$ cat src/rtl/fl_vadd_sched.sv
`default_nettype none
// ============================================================================
// Module   : fl_vadd_sched
// Brief    : Job controller for the FP vector-add pipeline. AXI-lite programs the job,
//            START launches both readers and the writer, irq is raised when all three finish.
//            Optional watchdog: define FL_VADD_SCHED_TIMEOUT_EN.
// Revision : 1.0  initial release
// ============================================================================
module fl_vadd_sched #(
  parameter int AXI_PS_ADDR_WIDTH  = 5,
  parameter int AXI_PS_DATAWIDTH   = 32,
  parameter int AXI_DDR_ADDR_WIDTH = 32,
  parameter int LEN_WIDTH          = 16,
  parameter int TIMEOUT_CYCLES     = 1024
) (
  input  logic                          clk,
  input  logic                          rst_n,
  input  logic [AXI_PS_ADDR_WIDTH-1:0]  waddr,
  input  logic                          wavalid,
  output logic                          waready,
  input  logic [AXI_PS_DATAWIDTH-1:0]   wdata,
  input  logic                          wvalid,
  output logic                          wready,
  output logic                          wresp,
  output logic                          bvalid,
  input  logic                          bready,
  output logic                          x_start,
  output logic                          y_start,
  output logic                          o_start,
  output logic [AXI_DDR_ADDR_WIDTH-1:0] x_base,
  output logic [AXI_DDR_ADDR_WIDTH-1:0] y_base,
  output logic [AXI_DDR_ADDR_WIDTH-1:0] o_base,
  output logic [LEN_WIDTH-1:0]          len,
  input  logic                          x_done,
  input  logic                          y_done,
  input  logic                          o_done,
  output logic                          busy,
  output logic                          irq,
  output logic                          err
);

  localparam logic [1:0] S_IDLE   = 2'd0;
  localparam logic [1:0] S_LAUNCH = 2'd1;
  localparam logic [1:0] S_RUN    = 2'd2;
  localparam logic [1:0] S_DONE   = 2'd3;

  localparam logic [AXI_PS_ADDR_WIDTH-1:0] A_CTRL = AXI_PS_ADDR_WIDTH'(32'h00);
  localparam logic [AXI_PS_ADDR_WIDTH-1:0] A_LEN  = AXI_PS_ADDR_WIDTH'(32'h04);
  localparam logic [AXI_PS_ADDR_WIDTH-1:0] A_XB   = AXI_PS_ADDR_WIDTH'(32'h08);
  localparam logic [AXI_PS_ADDR_WIDTH-1:0] A_YB   = AXI_PS_ADDR_WIDTH'(32'h0C);
  localparam logic [AXI_PS_ADDR_WIDTH-1:0] A_OB   = AXI_PS_ADDR_WIDTH'(32'h10);

  logic [1:0]                    state_q, state_d;
  logic [2:0]                    flags_q, flags_d;
  logic                          irq_q, irq_d;
  logic                          bvalid_q, bvalid_d;
  logic                          wresp_q, wresp_d;
  logic [LEN_WIDTH-1:0]          len_q;
  logic [AXI_DDR_ADDR_WIDTH-1:0] xb_q, yb_q, ob_q;

  logic       w_accept, w_busy, w_hit_ctrl, w_hit_reg;
  logic       w_start, w_clr, w_reg_wr, w_reject, w_all;
  logic [2:0] w_done;

  assign w_accept   = wavalid & wvalid & ~bvalid_q;
  assign waready    = w_accept;
  assign wready     = w_accept;
  assign w_busy     = (state_q == S_LAUNCH) || (state_q == S_RUN);
  assign w_hit_ctrl = (waddr == A_CTRL);
  assign w_hit_reg  = (waddr == A_LEN) || (waddr == A_XB) || (waddr == A_YB) || (waddr == A_OB);
  assign w_start    = w_accept & w_hit_ctrl & wdata[0] & ~w_busy;
  assign w_clr      = w_accept & w_hit_ctrl & wdata[1];
  assign w_reg_wr   = w_accept & w_hit_reg & ~w_busy;
  assign w_reject   = ~(w_hit_ctrl | w_hit_reg) | (w_busy & (w_hit_reg | (w_hit_ctrl & wdata[0])));
  assign w_done     = {o_done, y_done, x_done};
  // A strobe in the current cycle counts towards completion.
  assign w_all      = &(flags_q | w_done);

`ifdef FL_VADD_SCHED_TIMEOUT_EN
  localparam int CW = $clog2(TIMEOUT_CYCLES + 1);
  logic [CW-1:0] cnt_q;
  logic          err_q;
  logic          w_timeout;

  assign w_timeout = (state_q == S_RUN) && !w_all && (cnt_q == CW'(TIMEOUT_CYCLES - 1));

  always_ff @(posedge clk or negedge rst_n) begin
    if (!rst_n) begin
      cnt_q <= '0;
      err_q <= 1'b0;
    end else begin
      if (state_q == S_LAUNCH)   cnt_q <= '0;
      else if (state_q == S_RUN) cnt_q <= cnt_q + 1'b1;
      if (w_timeout)             err_q <= 1'b1;
      else if (w_start)          err_q <= 1'b0;
    end
  end
  assign err = err_q;
`else
  assign err = 1'b0;
`endif

  always_ff @(posedge clk or negedge rst_n) begin
    if (!rst_n) state_q <= S_IDLE;
    else        state_q <= state_d;
  end

  always_comb begin
    state_d = state_q;
    flags_d = flags_q;
    case (state_q)
      S_IDLE, S_DONE: begin
        if (w_start)               state_d = (len_q != '0) ? S_LAUNCH : S_DONE;
        else if (state_q == S_DONE) state_d = S_IDLE;
      end
      S_LAUNCH: begin
        flags_d = w_done;
        state_d = S_RUN;
      end
      S_RUN: begin
        flags_d = flags_q | w_done;
        if (w_all) state_d = S_DONE;
`ifdef FL_VADD_SCHED_TIMEOUT_EN
        else if (w_timeout) state_d = S_DONE;
`endif
      end
      default: state_d = S_IDLE;
    endcase
  end

  always_comb begin
    x_start = (state_q == S_LAUNCH);
    y_start = (state_q == S_LAUNCH);
    o_start = (state_q == S_LAUNCH);
    busy    = w_busy;
  end

  // Completion beats a simultaneous IRQ_CLR.
  always_comb begin
    irq_d    = irq_q;
    bvalid_d = bvalid_q;
    wresp_d  = wresp_q;
    if (state_d == S_DONE) irq_d = 1'b1;
    else if (w_clr)        irq_d = 1'b0;
    if (w_accept) begin
      bvalid_d = 1'b1;
      wresp_d  = w_reject;
    end else if (bready) begin
      bvalid_d = 1'b0;
    end
  end

  always_ff @(posedge clk or negedge rst_n) begin
    if (!rst_n) begin
      flags_q  <= '0;
      irq_q    <= 1'b0;
      bvalid_q <= 1'b0;
      wresp_q  <= 1'b0;
      len_q    <= '0;
      xb_q     <= '0;
      yb_q     <= '0;
      ob_q     <= '0;
    end else begin
      flags_q  <= flags_d;
      irq_q    <= irq_d;
      bvalid_q <= bvalid_d;
      wresp_q  <= wresp_d;
      if (w_reg_wr) begin
        case (waddr)
          A_LEN:   len_q <= LEN_WIDTH'(wdata);
          A_XB:    xb_q  <= AXI_DDR_ADDR_WIDTH'(wdata);
          A_YB:    yb_q  <= AXI_DDR_ADDR_WIDTH'(wdata);
          A_OB:    ob_q  <= AXI_DDR_ADDR_WIDTH'(wdata);
          default: ;
        endcase
      end
    end
  end

  assign bvalid = bvalid_q;
  assign wresp  = wresp_q;
  assign irq    = irq_q;
  assign len    = len_q;
  assign x_base = xb_q;
  assign y_base = yb_q;
  assign o_base = ob_q;

endmodule
`default_nettype wire
$ cat config.mk
export PLATFORM = sky130hd
export DESIGN_NAME = fl_vadd_sched
export DESIGN_NICKNAME = d
export VERILOG_FILES = /design/src/rtl/fl_vadd_sched.sv
export SDC_FILE = /design/constraint.sdc
export NUM_CORES = 1
export LEC_CHECK = 0
export CAP_MARGIN = 15
export CORE_ASPECT_RATIO = 0.7
export CORE_MARGIN = 2
export CORE_UTILIZATION = 55
export DETAILED_ROUTE_END_ITERATION = 6
export DONT_BUFFER_PORTS = 1
export GPL_ROUTABILITY_DRIVEN = 0
export PLACE_DENSITY = 0.69
export SLEW_MARGIN = 40
export SYNTH_ARGS = -nofsm -noshare
export SYNTH_HDL_FRONTEND = slang
export SYNTH_SLANG_ARGS = --single-unit
$ cat constraint.sdc
create_clock -name clk -period 3.2 [get_ports clk]
set_input_delay 0.32 -clock clk [delete_from_list [all_inputs] [get_ports clk]]
set_output_delay 0.32 -clock clk [all_outputs]
set_load 0.005 [all_outputs]
==> results of run 1 <==
-- sequential cells by signal (all words and copies together), names as in the netlist --
name and flops:
y_base 32, bvalid 1, wresp 1, o_base 32
flags_q 3, x_base 32, len 16, state_q 2
irq 1
-- cell type report --
class / count / area [µm²] / share of cell area
clock buffer: 22 / 474 / 0.0874
clock inverter: 9 / 123 / 0.0226
inverter: 9 / 33.8 / 0.00623
multi-input combinational: 155 / 1590 / 0.293
sequential: 120 / 3000 / 0.554
tap: 120 / 150 / 0.0277
timing repair buffer: 4 / 52.6 / 0.00969
-- critical path, cell delays in order, from the launching register on --
cell and delay, ps:
dfrtp_1 350, inv_1 80, ha_1 460, and4b_1 290
and2_4 210, nand3b_4 430, mux2_2 450
-- logic make-up after synthesis --
logic type                 count (synthesis)
AOI/OAI and AO/OA                         15
adders and majority gates                  3
buffers and inverters                     25
DFF                                      120
muxes                                    112
other                                      1
and+or+nand+nor                           24
-- per-layer routing --
| layer | global-route usage | vias to the layer above | share of wire |
|---|---|---|---|
| met5 | 0 | - | 0 |
| met4 | 0.0904 | 0 | 0.014 |
| met3 | 0.114 | 14 | 0.11 |
| met2 | 0.308 | 126 | 0.46 |
| met1 | 0.261 | 1279 | 0.42 |
| li1 | - | 1085 | - |
-- power by group --
| part | internal, mW | switching [mW] | total (mW) |
|---|---|---|---|
| Combinational | 0.238 | 0.220 | 0.457 |
| Clock | 1.27 | 0.622 | 1.90 |
| Sequential | 1.77 | 0.201 | 1.97 |
-- cell usage after synthesis --
cell      count
a21o_1        1
a22o_1        1
a311oi_1      1
a31oi_1       1
and2_2        1
and2_4        1
and3_1        1
and3b_1       1
and4_1        1
and4_2        1
and4b_1       1
buf_2         3
buf_4         4
buf_6         6
clkbuf_1      2
clkbuf_8      1
conb_1        1
dfrtp_1     120
ha_1          3
inv_1         9
mux2_1        1
mux2_2      111
nand2b_1      1
nand3_4       1
nand3b_4      2
nand4_1       2
nor2_1        6
nor3_1        1
nor4_1        4
o211ai_1      1
o21ai_0       7
o221ai_1      1
o22ai_1       1
o32ai_1       1
-- metrics by stage --
step / setup WS (ps) / instances / instance area (µm²) / hold slack [ps] / power (mW)
floorplan: 1390 / 300 / 4760 / 24.4 / 2.29
global placement: 901 / 406 / 4790 / 26.2 / 2.39
detailed placement: 778 / 406 / 4790 / 26.7 / 2.43
CTS: 777 / 439 / 5430 / 28.8 / 4.38
global route: 626 / 439 / 5430 / 36.6 / 4.53
finish: 804 / 439 / 5430 / 43.5 / 4.33
-- path summary, 6_finish.rpt --
check,start,endpoint,slack [ps]
setup / recovery,state_q[0],x_base[15],800
hold / removal,wdata[6],y_base[6],40
setup reg to reg,state_q[0],x_base[15],800
hold reg to reg,flags_q[2],flags_q[2],510
max in group asynchronous,rst_n,len[4],2220
min in group asynchronous,rst_n,o_base[8],500
-- cell usage in the layout, fill, tap and decap left out, drive strengths merged, types with 2 or more instances in the layout --
cell type  instances
and2               2
ha                 3
and4               2
clkinv             5
bufinv             3
nand4              2
inv                9
nor2               6
nor4               4
o21ai              7
dfrtp            120
mux2             112
clkbuf            22
buf                3
nand3b             2
-- timing repair --
item	in CTS	in global routing
endpoints found under the hold margin	120	0
setup endpoints to repair	0	0
hold buffers	2	0
gates resized for setup	0	0
==> run metrics, run 1 <==
CP max FO 32; I/O Buffers 0; initial antenna violation count 0; largest net degree at the start of global routing about 120; number of max-cap violations 0; largest cells by area after synthesis dfrtp_1 (63%), mux2_2 (26%), buf_6 (1.4%); warnings from Yosys 0; CP required 3480 ps; largest family of logic cells by synthesized area multiplexers; Rel. slew slack 0.604; fin crit period between 2000 and 2500 ps; post-synthesis xor/xnor area fraction 0; routed len/inst between 20 and 25 µm; Syn Area/Cell approximately 16 µm²; Mapped Area 4760 µm²; cell depth of the worst min-delay path 1; status finished, final reports clean; Initial DRT Pass Iterations 4; post-CTS setup buffer count 0; Synth top area share 0.631; cells after synthesis 300; Fin Clk Skew roughly 11 ps; Worst Path Arrival between 2000 and 3000 ps; Final Setup Violations 0; Hold Vio Cnt, Final 0; TNS Setup 0 ps; power per cell area approximately 800 nW/µm²; worst skew pair latency ~400 ps; GRT Residual Overflow 0; CTS root buf clkbuf_16; Setup crit end kind register; initial DRC count between 100 and 150; critical path class register to register; VDD IR max just under 0.5 mV; Slew Limit Fails 0; worst hold path class input port to register; Clock transition at path regs roughly 50 ps; leakage 2.82 nW; biggest area consumer among synthesized cells dfrtp_1; Synth Area in Compound Gates 0.0205; ANT nets after route 0; Ports 167; die width between 100 and 150 µm; Startpoint Class register; core footprint 8440 µm²; Inserted Clock Buffers 17; TritonCTS clock tree done; Routed WL roughly 9400 µm; Synth Area in Adders 0.00789; HPWL Detailed around 6300 µm; Final Cycle Share 0.749; mux share of post-synthesis cell area 0.265; vias approximately 2,500; R2R cell count 6; # fillers roughly 600; f_max between 400 and 500 MHz; htree depth 4; first-pass GRT wire length around 14,000 µm; FP Rows 28; clock buffer depth 2; DIE AREA ~9400 µm²; share of cells above drive strength 1 0.467; post-synthesis simple-gate area fraction 0.0397; GRT Total Usage 0.210; final core occ 0.643; syn nets 348; die height 81.8 µm; clock sinks 120; vias in the first global route 2,616; RSZ-0062 raised after global routing no; ANT cells 0; Layout area overhead 14.0%; Vias/cell ~5.7; count of state elements after synthesis between 100 and 150; sequential area share after synthesis 0.631; slew of the pin with the lowest slew margin just under 600 ps; Initial Util 0.564; post-synthesis cell type count 34; DRC violations left 0; Nets approximately 360
Note: power is estimated with default switching activity, not from simulation.
==> inputs of run 2 (changes only) <==
- clock period: 3.2 -> 2.3 ns (I/O delays scaled with it)
==> run 2 against run 1 <==
Net effect: the run now ends with hold timing left; sequential share of layout area shrank 3.8 points; global-route usage grew 1.7 points; utilization grew 4.8 points; die area is the same; wire length grew 8.7%; worst setup slack lost 580 ps; critical endpoint is now y_base[21]; largest cell class unchanged.
==> run metrics, run 2 (same netlist as run 1, synthesis figures left out) <==
core footprint roughly 8400 µm²; routed len/inst between 20 and 25 µm; VDD IR max around 0.57 mV; Final Cycle Share 0.903; share of cells above drive strength 1 0.429; FP Rows 28; TritonCTS clock tree done; Nets between 300 and 400; slowest cell delay on critical path between 300 and 400 ps; CP required ~2600 ps; largest net degree at the start of global routing 121; f_max 482 MHz; CTS root buf clkbuf_16; I/O Buffers 0; Slew Limit Fails 0; Ports 167; initial antenna violation count 0; first-pass GRT wire length between 15,000 and 20,000 µm; status finished, violations left; Final Setup Violations 0; htree depth 4; worst hold path class input port to async pin; RSZ-0062 raised after global routing no; Routed WL a little over 10,000 µm; multi-input logic area roughly 1600 µm²; leakage between 2 and 3 nW; # fillers 570; CP max FO 24; Hold Vio Cnt, Final 120; worst skew pair latency 400 ps; clock buffer depth 2; Setup crit end kind register; Startpoint Class register; vias 2,703; die width 115 µm; cell with the largest stage delay on the worst path mux2_2; TNS Setup 0 ps; die height about 82 µm; Vias/cell ~5.7; DIE AREA 9430 µm²; vias in the first global route between 2,000 and 3,000; number of max-cap violations 0; Initial DRT Pass Iterations 4; HPWL Detailed about 6600 µm; FF+latch area 3000 µm²; most frequent cells in the layout dfrtp_1 (120), mux2_2 (111), dlygate4sd3_1 (36); CTS Hold Bufs 36; ANT cells 0; final core occ 0.691; DRC violations left 0; ANT nets after route 0; non-filler cells, final 477; Pwr Total approximately 6 mW; placed insts between 400 and 500; Hold WS -477 ps; power per cell area between 1000 and 1500 nW/µm²; GRT Total Usage 0.227; GRT Residual Overflow 0; clock sinks 120; failing checks hold timing; initial DRC count 171; Initial Util 0.564; Clock transition at path regs roughly 50 ps; Fin Clk Skew around 7.3 ps; Inserted Clock Buffers 17; fin crit period just over 2000 ps; critical path class register to register; Worst Path Arrival approximately 2400 ps; cells along the critical path inv_1 > ha_1 > and4b_1 > and2_4 > nand3_4 > buf_12 > mux2_2; Layout area overhead 22.5%; most common cell after layout, fill and taps aside dfrtp_1
run 2: changes by cell type in the layout (fill, tap and decap cells not counted), moves of 2 or more:
cell,delta
buf_4,+2
buf_12,+3
clkinv_2,-2
dlygate4sd3_1,+35
run 2: critical path: cells and delay by family, from the launching register on:
| family | cells | cell delay (ps) |
|---|---|---|
| and+or+nand+nor | 3 | 620 |
| adders and majority gates | 1 | 320 |
| DFF | 1 | 340 |
| buffers and inverters | 2 | 280 |
| muxes | 1 | 350 |
run 2: cell type report:
class | count | area share
inverters | 9 | 0.00579
clock inverters | 8 | 0.0206
flip-flops and latches | 120 | 0.515
multi-input cells | 155 | 0.273
repair buffers | 43 | 0.0773
clock buffers | 22 | 0.0830
well taps | 120 | 0.0258
run 2: final timing paths:
| path | from | endpoint | cells after the start | slack [ps] |
|---|---|---|---|---|
| worst min-delay path | rst_n | o_base[8] | 0 | -480 |
| min in group clk | waddr[0] | wresp | 2 | 30 |
| worst max register to register | state_q[0] | y_base[21] | 7 | 220 |
| worst min register to register | flags_q[1] | flags_q[1] | 2 | 520 |
| max in group asynchronous | rst_n | x_base[1] | 0 | 2560 |
| worst max-delay path | state_q[0] | y_base[21] | 7 | 220 |
run 2: stage by stage:
step	hold WS (ps)	instance area, µm²	setup slack [ps]
after floorplan	-65.6	4760	495
after global placement	-63.8	4870	325
after detailed placement	-64.1	4870	256
after CTS	-500	5830	227
after global routing	-506	5830	141
final	-477	5830	224
run 2: timing repair:
item,in CTS,in global routing
hold endpoints to repair,236,120
buffers inserted,0,0
gates resized for setup,0,0
run 2: where the power goes:
group	total [mW]	switching [mW]	leakage, nW	internal [mW]
clock	2.69	0.887	0.294	1.80
sequential	2.75	0.286	1.63	2.46
combinational	0.678	0.296	1.07	0.382
total	6.11	1.47	2.99	4.65
run 2: layer usage:
layer / track usage / up-vias / share of wire
met1: 0.297 / 1420 / 0.43
met3: 0.109 / 10 / 0.093
li1: - / 1163 / -
met4: 0.0892 / 0 / 0.0066
met5: 0 / - / 0
met2: 0.329 / 110 / 0.47
